===== config.mk =====
export PLATFORM = sky130hd
export DESIGN_NAME = pattern_detector_52
export DESIGN_NICKNAME = d
export VERILOG_FILES = /design/src/rtl/pattern_detector_52_pkg.sv /design/src/rtl/pattern_detector_52.sv
export SDC_FILE = /design/constraint.sdc
export NUM_CORES = 1
export LEC_CHECK = 0
export CORE_AREA = 2 2 39 41
export CTS_CLUSTER_SIZE = 40
export DETAILED_ROUTE_END_ITERATION = 10
export DIE_AREA = 0 0 41 43
export SYNTH_ARGS = -nofsm -noshare
export SYNTH_HDL_FRONTEND = slang
export SYNTH_SLANG_ARGS = --single-unit

===== constraint.sdc =====
create_clock -name clk -period 3.1 [get_ports clk]
set_clock_uncertainty 0.05 [all_clocks]
set_input_delay 0.31 -clock clk [delete_from_list [all_inputs] [get_ports clk]]
set_output_delay 0.31 -clock clk [all_outputs]
set_load 0.01 [all_outputs]

===== src/rtl/pattern_detector_52_pkg.sv =====
// pd52_pkg: shared state encoding and reference pattern for the 110100 detector
package pd52_pkg;
  typedef enum logic [2:0] {
    IDLE   = 3'd0,
    S1     = 3'd1,
    S11    = 3'd2,
    S110   = 3'd3,
    S1101  = 3'd4,
    S11010 = 3'd5,
    DET    = 3'd6
  } state_t;
  localparam logic [5:0] PATTERN = 6'b110100;
endpackage


===== src/rtl/pattern_detector_52.sv =====
// pattern_detector_52: Moore detector for serial sequence 110100, one-cycle y pulse
module pattern_detector_52
  import pd52_pkg::*;
(
  input  logic clk,
  input  logic rstn,
  input  logic x,
  output logic y
);
  state_t state, next;
  // state register; rstn is an active-high synchronous reset
  always_ff @(posedge clk)
    if (rstn) state <= IDLE;
    else      state <= next;
  // next-state: longest suffix of the received bits that is still a pattern prefix
  always_comb begin
    next = IDLE;
    case (state)
      IDLE:    next = x ? S1    : IDLE;
      S1:      next = x ? S11   : IDLE;
      S11:     next = x ? S11   : S110;
      S110:    next = x ? S1101 : IDLE;
      S1101:   next = x ? S11   : S11010;
      S11010:  next = x ? S1    : DET;
      DET:     next = x ? S1    : IDLE;
      default: next = IDLE;
    endcase
  end
  assign y = state == DET;
endmodule


==> results of run 1 <==
## layout by cell type (no fill, tap or decap), types with 2 or more instances in the layout
master | netlist | layout
clkdlybuf4s50_1 | 0 | 3
clkbuf_4 | 0 | 3
nor2_1 | 2 | 2
nand4b_1 | 2 | 2
dfxtp_1 | 3 | 3
a21oi_1 | 3 | 3
## worst reg2reg max path: stages, from the launching register on
cell and delay (ps):
dfxtp_1 450, or3b_2 470, a21oi_1 160
## through the flow
stage / cells / area, um^2
2_1_floorplan: 18 / 178
4_1_cts: 40 / 246
3_3_place_gp: 36 / 220
3_5_place_dp: 36 / 220
5_1_grt: 40 / 246
6_report: 40 / 246
## path summary, 6_finish.rpt
path / end / startpoint / cells past startpoint / slack (ps)
setup / recovery: y / state[2]$_SDFF_PP0_ / 2 / 1320
hold / removal: state[1]$_SDFF_PP0_ / state[1]$_SDFF_PP0_ / 2 / 490
setup reg to reg: state[2]$_SDFF_PP0_ / state[2]$_SDFF_PP0_ / 2 / 1900
hold reg to reg: state[1]$_SDFF_PP0_ / state[1]$_SDFF_PP0_ / 2 / 490
## routing by layer
metal | track usage, % | share of wire [%] | up-vias
met5 | 0 | 0 | -
met4 | 8.00 | 0 | 0
met3 | 4.71 | 8.3 | 0
met2 | 5.00 | 49 | 3
met1 | 4.17 | 42 | 72
li1 | - | - | 78
## report_power, final
part	leakage, nW	internal [W]	switching (W)	total (W)
sequential	0.0246	0.0000420	0.00000538	0.0000474
combinational	0.0475	0.0000120	0.00000480	0.0000168
clock	0.0150	0.0000482	0.0000191	0.0000673
## layout make-up
cell class / count / area (um^2) / share of cell area [%]
Multi-Input combinational cell: 14 / 110 / 44.7
Sequential cell: 3 / 60.1 / 24.4
Timing Repair Buffer: 3 / 30.0 / 12.2
Clock buffer: 4 / 26.3 / 10.7
Tap cell: 16 / 20.0 / 8.12
## cell families after synthesis
family | share of synthesized area (%)
flops | 33.8
xor+xnor | 17.6
compound gates | 17.6
simple gates | 26.8
buf+inv | 4.23
==> flow_metrics.tcl, run 1 <==
set metrics [dict create \
    start_kind "flop" \
    yosys_warnings 0 \
    avgSynthCellArea_um2 9.87 \
    async_reset_ff_share_pct 0 \
    critical_path_class "flop to primary output" \
    arrival_ps 1420 \
    grt_pass1_wl_um 489 \
    avgRoutedWirePerCell_um 7.50 \
    drtIter0Drc 0 \
    core_area_mm2 0.00138 \
    cts-root-buf "clkbuf_4" \
    yosys-top-cells-area "dfxtp_1 (34%), xnor3_1 (13%), nand4b_1 (9.9%)" \
    fill_cells 159 \
    start_util_pct 12.8 \
    top_register "state" \
    power_leakage_nw 0.0871 \
    antenna_found_initial 0 \
    cp_max_fo 8 \
    syn_nets 21 \
    synth_cells 18 \
    cp.required_ps 2740 \
    postCtsSetupBuffers 0 \
    grt_usage_pct 5.02 \
    status "finished, final reports clean" \
    slew_viol_final 0 \
    pin_count 4 \
    worstPathCellList "and3b_2, clkdlybuf4s50_1" \
    worstMarginPinSlew_ps 254 \
    worst_setup_path_end_kind "primary output" \
    synth_top_cell_area_share_pct 33.8 \
    ant_nets 0 \
    drive_above_1_share_pct 20.8 \
    cp_num_buf_inv 1 \
    h-tree-depth 1 \
    power.total_w 0.000131 \
    rsz0062_at_grt "false" \
    die_h_um 43 \
    die-area_mm2 0.00176 \
    drc 0 \
    io_buffers 3 \
    hold_viol_final 0 \
    clk_pin_slew_ps 40 \
    holdWs_ps 489 \
    largest_register_ffs 3 \
    overflow 0 \
    synth_top_cell_by_area "dfxtp_1" \
    diodes 0 \
    max-clock-path-buffers 2 \
    cts_hold_buf 0 \
    grt_max_degree 9 \
    post-route-util_pct 17.8 \
    grt_pass1_vias 130 \
    cts_resized 0 \
    cts_tree "yes" \
    num_vias 153 \
    ys_seq_area_share_pct 33.8 \
    nets 28 \
    viasPerCell 3.83 \
    min_period_ps 1780 \
    synth_flop_cell "dfxtp_1" \
    drt_wl_total_um 300 \
    hp-class "flop to flop" \
    pre_cts_slack_ps 1450 \
    ys_ff_latch 3 \
    crit_slowest_cell "clkdlybuf4s50_1" \
    rows 14 \
    insertion_delay_ps 230 \
    first_pass_iters 1 \
    clock-sinks 3 \
    area_growth_pct 38.7 \
    cts_made_buffers 3 \
    synth-edff-count 0 \
    routabilityCongestion 0.566 \
    relSlewSlack_pct 83.0 \
    slowest_delay_ps 520 \
    crit_family "buffers and inverters" \
    max_freq_mhz 562 \
    drv_cap 0 \
    period_share_pct 57.4 \
    p_per_area_mw_per_mm2 533 \
    die_w_um 41 \
    finalSetupTns_ps 0 \
    syn_area_um2 178 \
    synth.distinct_cells 12 \
    setup_viol 0 \
    biggestRegsByFlops "state (3)" \
    setup_slack_ps 1320 \
    synth_common_cells "a21oi_1 (3), dfxtp_1 (3), nand4b_1 (2), nor2_1 (2)" \
    ir_worst_vdd_mv 0.120 \
]
Power figures use the tool's default switching activity.
==> inputs of run 2 (changes only) <==
==> constraint.sdc (replaced) <==
create_clock -name clk -period 1.5 [get_ports clk]
set_clock_uncertainty 0.05 [all_clocks]
set_input_delay 0.15 -clock clk [delete_from_list [all_inputs] [get_ports clk]]
set_output_delay 0.15 -clock clk [all_outputs]
set_load 0.01 [all_outputs]
==> run 2 against run 1 <==
  * Sequential power is 88% higher
  * Non-clock buffer count is 4 higher
  * Combinational power grew to 3.3 times the previous value
  * First-iteration DRC count is 1 higher
  * Power is 120% higher
  * Wire length is 10% higher
  * Hold slack worse by 18 ps
  * Design area is 13% higher
  * Utilization is 2.4 points higher
  * Largest power group unchanged
  * Worst setup slack worse by 990 ps
==> flow_metrics.tcl, run 2 (same netlist as run 1, synthesis figures left out) <==
set metrics [dict create \
    drc 0 \
    die-area_mm2 0.00176 \
    rows 14 \
    setup_viol 0 \
    slew_viol_final 0 \
    antenna_found_initial 0 \
    worstMarginPinSlew_ps 126 \
    hp-class "input port to flop" \
    critical_path_class "input port to flop" \
    diodes 0 \
    cts_made_buffers 3 \
    max_freq_mhz 853 \
    min_period_ps 1170 \
    cts-root-buf "clkbuf_4" \
    power.total_w 0.000283 \
    drive_above_1_share_pct 32.1 \
    die_h_um 43 \
    h-tree-depth 1 \
    rsz0062_at_grt "false" \
    area_growth_pct 57.0 \
    start_util_pct 12.8 \
    cts_hold_buf 0 \
    overflow 0 \
    first_pass_iters 2 \
    regArea_um2 60.1 \
    p_per_area_mw_per_mm2 1010 \
    arrival_ps 1290 \
    ir_worst_vdd_mv 0.254 \
    drt_wl_total_um 330 \
    num_vias 152 \
    io_buffers 3 \
    cp_max_fo 3 \
    grt_pass1_vias 167 \
    cts_resized 0 \
    multiInputGateArea_um2 110 \
    power.internal_w 0.000220 \
    pin_count 4 \
    nets 32 \
    power_leakage_nw 0.127 \
    relSlewSlack_pct 91.5 \
    cts_tree "yes" \
    start_kind "input port" \
    crit_slowest_cell "clkdlybuf4s50_1" \
    max-clock-path-buffers 2 \
    insertion_delay_ps 230 \
    grt_usage_pct 6.22 \
    biggestRegsByFlops "state (3)" \
    routabilityCongestion 0.669 \
    core_area_mm2 0.00138 \
    die_w_um 41 \
    clock-sinks 3 \
    cp.required_ps 1610 \
    worstPathCellList "clkdlybuf4s50_1, xnor3_1, o21a_1, nor2_1" \
    viasPerCell 3.45 \
    final_cell_mix "buf_4 (4), a21oi_1 (3), clkbuf_4 (3), dfxtp_1 (3)" \
    crit_family "buffers and inverters" \
    switchingPower_w 0.0000625 \
    grt_pass1_wl_um 662 \
    postCtsSetupBuffers 0 \
    largest_register_ffs 3 \
    clockPowerShare_pct 49.2 \
    worst_setup_path_end_kind "flop" \
    period_share_pct 78.1 \
    p_sw_share_pct 22.1 \
    layout_commonest_cell "buf_4" \
    p_comb_share_pct 19.3 \
    grt_max_degree 8 \
    holdWs_ps 471 \
    drv_cap 0 \
    avgRoutedWirePerCell_um 7.50 \
    clk_pin_slew_ps 30 \
    fill_cells 152 \
    status "finished, final reports clean" \
    finalSetupTns_ps 0 \
    slowest_delay_ps 500 \
    drtIter0Drc 1 \
    p_seq_share_pct 31.5 \
    top_register "state" \
    ant_nets 0 \
    hold_viol_final 0 \
    cp_num_buf_inv 1 \
]
[run 2: metal layers]
metal / wire, um / global-route usage [%]
met4: 0 / 8.00
met1: 161 / 7.40
met2: 145 / 6.56
met5: 0 / 0
met3: 23 / 3.14
[run 2: path summary, 6_finish.rpt]
kind                        from                   to  slack, ps  cells past startpoint
max                            x  state[0]$_SDFF_PP0_        330                      4
min                         rstn  state[0]$_SDFF_PP0_        470                      2
max reg2reg  state[2]$_SDFF_PP0_  state[2]$_SDFF_PP0_        340                      3
min reg2reg  state[1]$_SDFF_PP0_  state[1]$_SDFF_PP0_        550                      3
[run 2: through the flow]
stage | worst slack [ps] | instances | instance area, um^2 | util (%)
6_report | 328 | 44 | 279 | 20.2
5_1_grt | 259 | 44 | 279 | 20.2
4_1_cts | 10.2 | 44 | 277 | 20.0
3_5_place_dp | 92.9 | 40 | 250 | 18.1
3_3_place_gp | 99.8 | 40 | 250 | 18.1
2_1_floorplan | 410 | 18 | 178 | -
[run 2: final cells by class]
class                      instances  area share (%)
multi-input combinational         14            39.5
timing repair buffer               7            22.4
sequential                         3            21.5
clock buffer                       4            9.42
tap                               16            7.17
[run 2: power groups by stage]
| stage | sequential [W] | clock [W] | combinational [W] |
|---|---|---|---|
| 2_1_floorplan | 0.0000961 | 0 | 0.0000268 |
| 3_3_place_gp | 0.0000903 | 0 | 0.0000546 |
| 3_5_place_dp | 0.0000904 | 0 | 0.0000550 |
| 4_1_cts | 0.0000891 | 0.000149 | 0.0000553 |
| 5_1_grt | 0.0000901 | 0.000160 | 0.0000625 |
| 6_report | 0.0000891 | 0.000139 | 0.0000546 |
[run 2: worst reg2reg max path, stage by stage, from the launching register on]
cell and delay, ps:
dfxtp_1 310, buf_4 140, or3b_2 440, a21oi_1 150
==> inputs of run 3 (changes only) <==
==> constraint.sdc (replaced) <==
create_clock -name clk -period 0.95 [get_ports clk]
set_clock_uncertainty 0.05 [all_clocks]
set_input_delay 0.095 -clock clk [delete_from_list [all_inputs] [get_ports clk]]
set_output_delay 0.095 -clock clk [all_outputs]
set_load 0.01 [all_outputs]
==> run 3 against run 2 <==
  * The run now ends with negative setup slack left
  * Hold slack worse by 100 ps
  * Count of clock-buffer cells in the layout is the same
  * Register-to-register slack got worse by 490 ps
  * Sequential power increased by 62%
  * Critical path type is now flop to flop
==> flow_metrics.tcl, run 3 (same netlist as run 1, synthesis figures left out) <==
set metrics [dict create \
    hold_viol_final 0 \
    first_pass_iters 4 \
    setup_viol 4 \
    hp-class "input port to flop" \
    cts_hold_buf 0 \
    largest_register_ffs 3 \
    max_freq_mhz 911 \
    critical_path_class "flop to flop" \
    violations "negative setup slack" \
    drc 0 \
    antenna_found_initial 0 \
    crit_slowest_cell "dfxtp_2" \
    post-route-util_pct 21.8 \
    ir_worst_vdd_mv 0.400 \
    die_w_um 41 \
    io_buffers 3 \
    worstPathCellList "buf_6, xnor3_1, o21a_1, nor2_1" \
    cp.required_ps 1070 \
    max-clock-path-buffers 2 \
    num_vias 177 \
    power.total_w 0.000476 \
    relSlewSlack_pct 91.2 \
    die_h_um 43 \
    insertion_delay_ps 230 \
    pre_cts_slack_ps -371 \
    drv_cap 0 \
    arrival_ps 1220 \
    status "finished, violations left" \
    drtIter0Drc 3 \
    pin_count 4 \
    slowest_delay_ps 310 \
    cp_max_fo 4 \
    grt_pass1_vias 176 \
    worst_setup_path_end_kind "flop" \
    p_per_area_mw_per_mm2 1580 \
    diodes 0 \
    min_period_ps 1100 \
    drive_above_1_share_pct 46.7 \
    clock-sinks 3 \
    grt_usage_pct 6.53 \
    clk_pin_slew_ps 40 \
    slew_viol_final 0 \
    worstMarginPinSlew_ps 131 \
    setup_slack_ps -148 \
    viasPerCell 3.85 \
    biggestRegsByFlops "state (3)" \
    top_register "state" \
    die-area_mm2 0.00176 \
    final_cell_mix "a21oi_1 (3), clkbuf_4 (3), buf_4 (3), buf_6 (3)" \
    grt_pass1_wl_um 669 \
    cts_tree "yes" \
    power_leakage_nw 0.127 \
    period_share_pct 116 \
    nets 34 \
    drt_wl_total_um 450 \
    cp_num_buf_inv 1 \
    dp_hpwl_um 284 \
    core_area_mm2 0.00138 \
    grt_max_degree 8 \
    h-tree-depth 1 \
    start_kind "flop" \
    overflow 0 \
    cts-root-buf "clkbuf_4" \
    ant_nets 0 \
    rsz0062_at_grt "true" \
    start_util_pct 12.8 \
    routabilityCongestion 0.643 \
    rows 14 \
    area_growth_pct 69.7 \
    crit_family "flip-flops" \
    cts_made_buffers 3 \
    avgRoutedWirePerCell_um 9.78 \
]
## run 3: cell types whose count changed in the layout (fill, tap and decap cells not counted)
cell	previous run	this run
buf_2	0	1
buf_4	4	3
buf_6	0	3
clkdlybuf4s50_1	2	1
dfxtp_1	3	1
dfxtp_2	0	2
dlygate4sd2_1	0	1
dlymetal6s2s_1	1	0
or3b_2	1	0
or3b_4	0	1
## run 3: worst paths after layout
kind,slack (ps),end,from,cells after the start
max,-150,state[0]$_SDFF_PP0_,state[1]$_SDFF_PP0_,4
min,370,state[2]$_SDFF_PP0_,x,4
max reg2reg,-150,state[0]$_SDFF_PP0_,state[1]$_SDFF_PP0_,4
min reg2reg,570,state[2]$_SDFF_PP0_,state[1]$_SDFF_PP0_,3
## run 3: stage by stage
step                      hold WS [ps]  std cells  TNS [ps]  area, um^2
after floorplan                    107         18      -115         186
after global placement             546         40     -1280         255
after detailed placement           566         40     -1300         255
final                              368         46      -461         302
after global routing               382         46      -640         302
after CTS                          353         46      -496         302
## run 3: report_power, final
part           total, W  internal, W  switching [W]  leakage, nW
clock network  0.000227     0.000158      0.0000695       0.0150
logic          0.000106    0.0000667      0.0000391       0.0869
registers      0.000144     0.000138     0.00000557       0.0255
total          0.000476     0.000362       0.000114        0.127
## run 3: layer usage
metal	GRT usage, %	vias up	part of all wire (%)
li1	-	89	-
met1	6.45	82	45
met2	7.50	6	47
met3	6.28	0	8.0
met4	6.00	0	0
met5	0	-	0
## run 3: cell type report
class / instances / area [um^2]
clock buffers: 4 / 26.3
fillers: 165 / 1080
repair buffers: 9 / 80.1
well taps: 16 / 20.0
multi-input cells: 14 / 113
flip-flops and latches: 3 / 62.6
## run 3: worst register-to-register path: cells and delay by family, from the launching register on
kind / cells / cell delay (ps)
buffers and inverters: 1 / 120
xor gates and xnor gates: 1 / 310
and+or+nand+nor: 1 / 70
AOI/OAI and AO/OA: 1 / 180
DFF: 1 / 310
## run 3: timing repair
item | CTS | global route
setup buffers | 2 | 0
endpoints found under the setup margin | 4 | 4
resized for setup | 8 | 0
pin swaps | 0 | 0
